--- src/rtl/fetch_sequencer.sv ---
// Fetch sequencer: drives IMEM req/ack handshake, PC load control and F->D/D->E stall/flush.
// One-entry skid buffer holds an instruction that returns while decode is stalled; a redirect
// that arrives during an outstanding fetch is parked until that fetch is acked.
// Optional feature: define FETCH_PERF_CNT_EN to build the perf_wait/perf_redir counters.
module fetch_sequencer #(
   parameter int unsigned ACK_TIMEOUT = 255
) (
   input  logic        clk,
   input  logic        rst,
   input  logic        PCSrcE,
   input  logic [31:0] PCTargetE,
   input  logic [31:0] PCPlus4F,
   input  logic        StallReqD,
   input  logic        imem_ack,
   input  logic [31:0] imem_rdata,
   output logic        imem_req,
   output logic        PCEnF,
   output logic [31:0] PCNextF,
   output logic [31:0] InstrF,
   output logic        InstrValidF,
   output logic        StallD,
   output logic        FlushD,
   output logic        FlushE,
   output logic        fetch_err,
   output logic [31:0] perf_wait,
   output logic [31:0] perf_redir
);

   typedef enum logic [1:0] {StIdle, StReq, StHold, StKill} state_e;

   localparam logic [15:0] TimeoutVal = ACK_TIMEOUT[15:0];

   state_e      state_q, state_d;
   logic [31:0] buf_q;
   logic        buf_valid_q;
   logic [31:0] redir_q;
   logic [15:0] timer_q;
   logic        fetch_err_q;
   logic        waiting;

   // A request is outstanding and IMEM has not answered this cycle.
   assign waiting = ((state_q == StReq) || (state_q == StKill)) && !imem_ack;

   // Next state and all handshake/pipeline controls, decoded from state and live inputs.
   always_comb begin
      state_d     = state_q;
      imem_req    = 1'b0;
      PCEnF       = 1'b0;
      PCNextF     = PCPlus4F;
      InstrF      = imem_rdata;
      InstrValidF = 1'b0;
      StallD      = 1'b0;
      FlushD      = 1'b0;
      FlushE      = 1'b0;
      unique case (state_q)
         StIdle: begin
            FlushD  = 1'b1;
            state_d = StReq;
            if (PCSrcE) begin
               PCEnF   = 1'b1;
               PCNextF = PCTargetE;
            end
         end
         StReq: begin
            imem_req = 1'b1;
            if (PCSrcE) begin
               if (imem_ack) begin
                  PCEnF   = 1'b1;
                  PCNextF = PCTargetE;
               end else begin
                  state_d = StKill;
               end
            end else if (!imem_ack) begin
               if (StallReqD) StallD = 1'b1;
               else           FlushD = 1'b1;
            end else if (!StallReqD) begin
               InstrValidF = 1'b1;
               PCEnF       = 1'b1;
            end else begin
               PCEnF   = 1'b1;
               StallD  = 1'b1;
               state_d = StHold;
            end
         end
         StHold: begin
            InstrF = buf_q;
            if (PCSrcE) begin
               PCEnF   = 1'b1;
               PCNextF = PCTargetE;
               state_d = StReq;
            end else if (StallReqD) begin
               StallD = 1'b1;
            end else begin
               InstrValidF = buf_valid_q;
               state_d     = StReq;
            end
         end
         StKill: begin
            imem_req = 1'b1;
            FlushD   = 1'b1;
            // The killed fetch's data is dropped; a same-cycle redirect beats the parked one.
            if (imem_ack) begin
               PCEnF   = 1'b1;
               PCNextF = PCSrcE ? PCTargetE : redir_q;
               state_d = StReq;
            end
         end
         default: state_d = StIdle;
      endcase
      // Redirect overrides everything below reset.
      if (PCSrcE) begin
         FlushD      = 1'b1;
         FlushE      = 1'b1;
         StallD      = 1'b0;
         InstrValidF = 1'b0;
      end
   end

   // State, skid buffer, parked redirect target, ack timer and sticky error flag.
   always_ff @(posedge clk or negedge rst) begin
      if (!rst) begin
         state_q     <= StIdle;
         buf_q       <= '0;
         buf_valid_q <= 1'b0;
         redir_q     <= '0;
         timer_q     <= '0;
         fetch_err_q <= 1'b0;
      end else begin
         state_q <= state_d;
         if (state_q == StReq && imem_ack && StallReqD && !PCSrcE) begin
            buf_q       <= imem_rdata;
            buf_valid_q <= 1'b1;
         end else if (state_d != StHold) begin
            buf_valid_q <= 1'b0;
         end
         if (PCSrcE && waiting) redir_q <= PCTargetE;
         if (waiting) begin
            if (timer_q < TimeoutVal) timer_q <= timer_q + 16'd1;
            if (timer_q + 16'd1 >= TimeoutVal) fetch_err_q <= 1'b1;
         end else begin
            timer_q <= '0;
         end
      end
   end

   assign fetch_err = fetch_err_q;

`ifdef FETCH_PERF_CNT_EN
   logic [31:0] perf_wait_q;
   logic [31:0] perf_redir_q;

   // Free-running wrap-around performance counters.
   always_ff @(posedge clk or negedge rst) begin
      if (!rst) begin
         perf_wait_q  <= '0;
         perf_redir_q <= '0;
      end else begin
         if (waiting) perf_wait_q  <= perf_wait_q + 32'd1;
         if (PCSrcE)  perf_redir_q <= perf_redir_q + 32'd1;
      end
   end

   assign perf_wait  = perf_wait_q;
   assign perf_redir = perf_redir_q;
`else
   assign perf_wait  = '0;
   assign perf_redir = '0;
`endif

endmodule

--- config.mk ---
export PLATFORM = sky130hd
export DESIGN_NAME = fetch_sequencer
export DESIGN_NICKNAME = d
export VERILOG_FILES = /design/src/rtl/fetch_sequencer.sv
export SDC_FILE = /design/constraint.sdc
export NUM_CORES = 1
export LEC_CHECK = 0
export BUFFER_PORTS_ARGS = -buffer_cell sky130_fd_sc_hd__buf_2
export CAP_MARGIN = 10
export CORE_UTILIZATION = 45
export DETAILED_ROUTE_END_ITERATION = 7
export GPL_TIMING_DRIVEN = 1
export PLACE_DENSITY = 0.81
export SLEW_MARGIN = 20
export SYNTH_ARGS = -nofsm -noshare
export SYNTH_HDL_FRONTEND = slang
export SYNTH_SLANG_ARGS = --single-unit
--- constraint.sdc ---
create_clock -name clk -period 4.2 [get_ports clk]
set_clock_uncertainty 0.15 [all_clocks]
set_input_delay 0.84 -clock clk [delete_from_list [all_inputs] [get_ports clk]]
set_output_delay 0.84 -clock clk [all_outputs]
set_load 0.01 [all_outputs]
==> metrics.txt <==
#FFs+latches synth 84; Multi-input gate area 0.002715 mm2; mux share of post-synthesis cell area 20.77%; diode count 0; max-cap violations 0; Num CTS Buffers 9; final period utilization 81.25%; status complete, no violations; peak supply drop 0.0002986 V; Clock Pin Slew Worst Setup and Hold Paths 0.06 ns; Routed Antenna Nets 0; Setup TNS 0 ns; Final min period 3.413 ns; TritonRoute pass-1 iters 5; Slew @ Worst Pin 0.7729 ns; Rows 39; count of input and output buffers 171; CP Launch Type flop; clk sinks 84; Syn Inst Count 501; adder-cell share of the synthesized area 1.429%; syn avg cell area 10.48 um2; worst-path cell chain ha_1 -> nor2_1 -> inv_2 -> nand2_2 -> o21ai_2 -> buf_4 -> a22oi_1 -> o21ai_0 -> buf_2; post-synthesis compound-gate area fraction 15.84%; slowest CP cell dfrtp_1; worst hold path class reg2reg; internal power 0.002396 W; post-CTS setup buffer count 0; Synth Area in Simple Gates 7.623%; vias per inst 5.418; Worst Setup Slack, final 0.7874 ns; CTS tree done; clock power share 24.7%; asr flop ratio synth 100.0%; Core ar. 0.01142 mm2; Cell variety after synth 49; top cells by area, synth dfrtp_1, mux2_2, buf_4, a22oi_1, o21ai_0; combinational share of power 39.1%; R2R setup slack 1.99 ns; Pins Over Slew Limit 0; Max H-tree Level 3; Net Switching 0.001252 W; post-cts hold buffer count 0; I/O pins 236; Initial Utilization 46.00%; Main synth FF type dfrtp_1; Max Clk Rate 293.0 MHz; CP endpoint kind output port; GP Congestion 0.7773; static leakage 2.959 nW; Worst-Skew Late Latency 0.33 ns; Tot GR Track Use 20.68%; number of synthesized flops with an enable pin 0; sequential fraction of the synthesis area 40.02%; Final Util 55.16%; Max clock buf depth 2; most numerous cell in the Yosys netlist mux2_2; warnings from Yosys 0; Die H 110.0 um; WP buf/inv 3; Required @ worst endpoint 3.21 ns; Worst Path Class, Setup reg2out; Root Driver clkbuf_16; Final Setup Violations 0; Slew HR 48.47%; initial antenna violation count 0; fin nets 763; Final Hold Vio Count 0; die area 0.01211 mm2; largest net degree at the start of global routing 85; Cell Pwr Density 579.1 mW/mm2; Detailed Route WL 12.27 mm; gr ovfl total 0; DRC violations left 0; part of the power in registers 36.2%; initial DRC count 235; top cell family by delay on the critical path buffers and inverters; RSZ-0062 raised after global routing false; die width 110.0 um; dpl ws 0.9640 ns; Area growth, synth to finish 19.91%; post-cts resize count 0; WP data arrival 2.42 ns; most frequent cells after synthesis mux2_2, dfrtp_1, buf_4; vias in the first global route 4152; Vias 4351; first-pass GRT wire length 19.33 mm; largest stage delay on the critical path 0.42 ns; Synth Area in XOR/XNOR 1.334%; fillers 969; Synth area leader dfrtp_1; drt wl/cell 15.28 um; largest family of logic cells by synthesized area multiplexers; switching part of the total 34.32%; area share of the largest cell type after synthesis 40.02%; Final HPWL DP 8.662 mm; peak fanout along the critical path 32; share of cells above drive strength 1 46.21%; Sequential Area 0.002102 mm2; Mapped Area 0.005253 mm2
cell families (layout without fill, tap and decap cells):
family	after synthesis	after routing
compound gates	124	124
buf+inv	109	205
mux	97	97
flops	84	84
simple gates	72	72
xor+xnor	8	8
fa+ha+maj	6	6
other cells	1	64
path summary, 6_finish.rpt:
kind / startpoint / endpoint / cells after the start
min in group asynchronous: rst / redir_q[30]$_DFFE_PN0P_ / 1
setup / recovery: state_q[0]$_DFF_PN0_ / PCNextF[23] / 9
hold reg to reg: buf_q[0]$_DFFE_PN0P_ / buf_q[0]$_DFFE_PN0P_ / 1
hold / removal: buf_q[0]$_DFFE_PN0P_ / buf_q[0]$_DFFE_PN0P_ / 1
setup reg to reg: state_q[0]$_DFF_PN0_ / redir_q[13]$_DFFE_PN0P_ / 6
max in group asynchronous: rst / buf_q[23]$_DFFE_PN0P_ / 1
registers in the layout, indices dropped and copies added (netlist names):
name	count
redir_q	32
state_q	2
buf_q	32
fetch_err	1
timer_q	16
buf_valid_q	1
stage by stage:
stage,instances,hold WS (ns),cell area (um2),total power (W)
2_1_floorplan,564,0.3236,5489,0.002300
3_3_place_gp,788,0.3311,5956,0.002674
3_5_place_dp,788,0.3388,5956,0.002757
4_1_cts,803,0.3558,6295,0.003677
5_1_grt,803,0.3735,6299,0.003896
6_report,803,0.3518,6299,0.003647
cell type report:
class                           instances  area share [%]
Sequential cell                        84           33.37
Clock inverter                          6           1.808
Clock buffer                            9           3.576
Timing Repair Buffer                  179           14.64
Multi-Input combinational cell        371           43.11
Tap cell                              143           2.841
Inverter                               11          0.6555
cell usage in the layout (no fill, tap or decap), types with 9 or more instances in the layout:
| master | Yosys | final |
|---|---|---|
| nor2_1 | 19 | 18 |
| dfrtp_1 | 84 | 84 |
| inv_1 | 10 | 10 |
| conb_1 | 1 | 64 |
| clkbuf_16 | 0 | 9 |
| o21ai_0 | 35 | 35 |
| a22oi_1 | 63 | 63 |
| nand2_1 | 9 | 9 |
| buf_2 | 7 | 170 |
| mux2_2 | 96 | 96 |
metal layers:
metal	wire length (um)	track usage [%]
met1	4871	24.50
met2	6351	35.76
met3	907	4.938
met4	139	8.762
met5	0	0
power groups by stage:
stage                     clock, W  combinational, W  sequential [W]
after floorplan                  0           0.00104         0.00126
after global placement           0           0.00138         0.00129
after detailed placement         0           0.00143         0.00133
after CTS                 0.000923           0.00144         0.00132
after global routing      0.000949           0.00159         0.00136
final                     0.000901           0.00143         0.00132
Power figures use the tool's default switching activity.
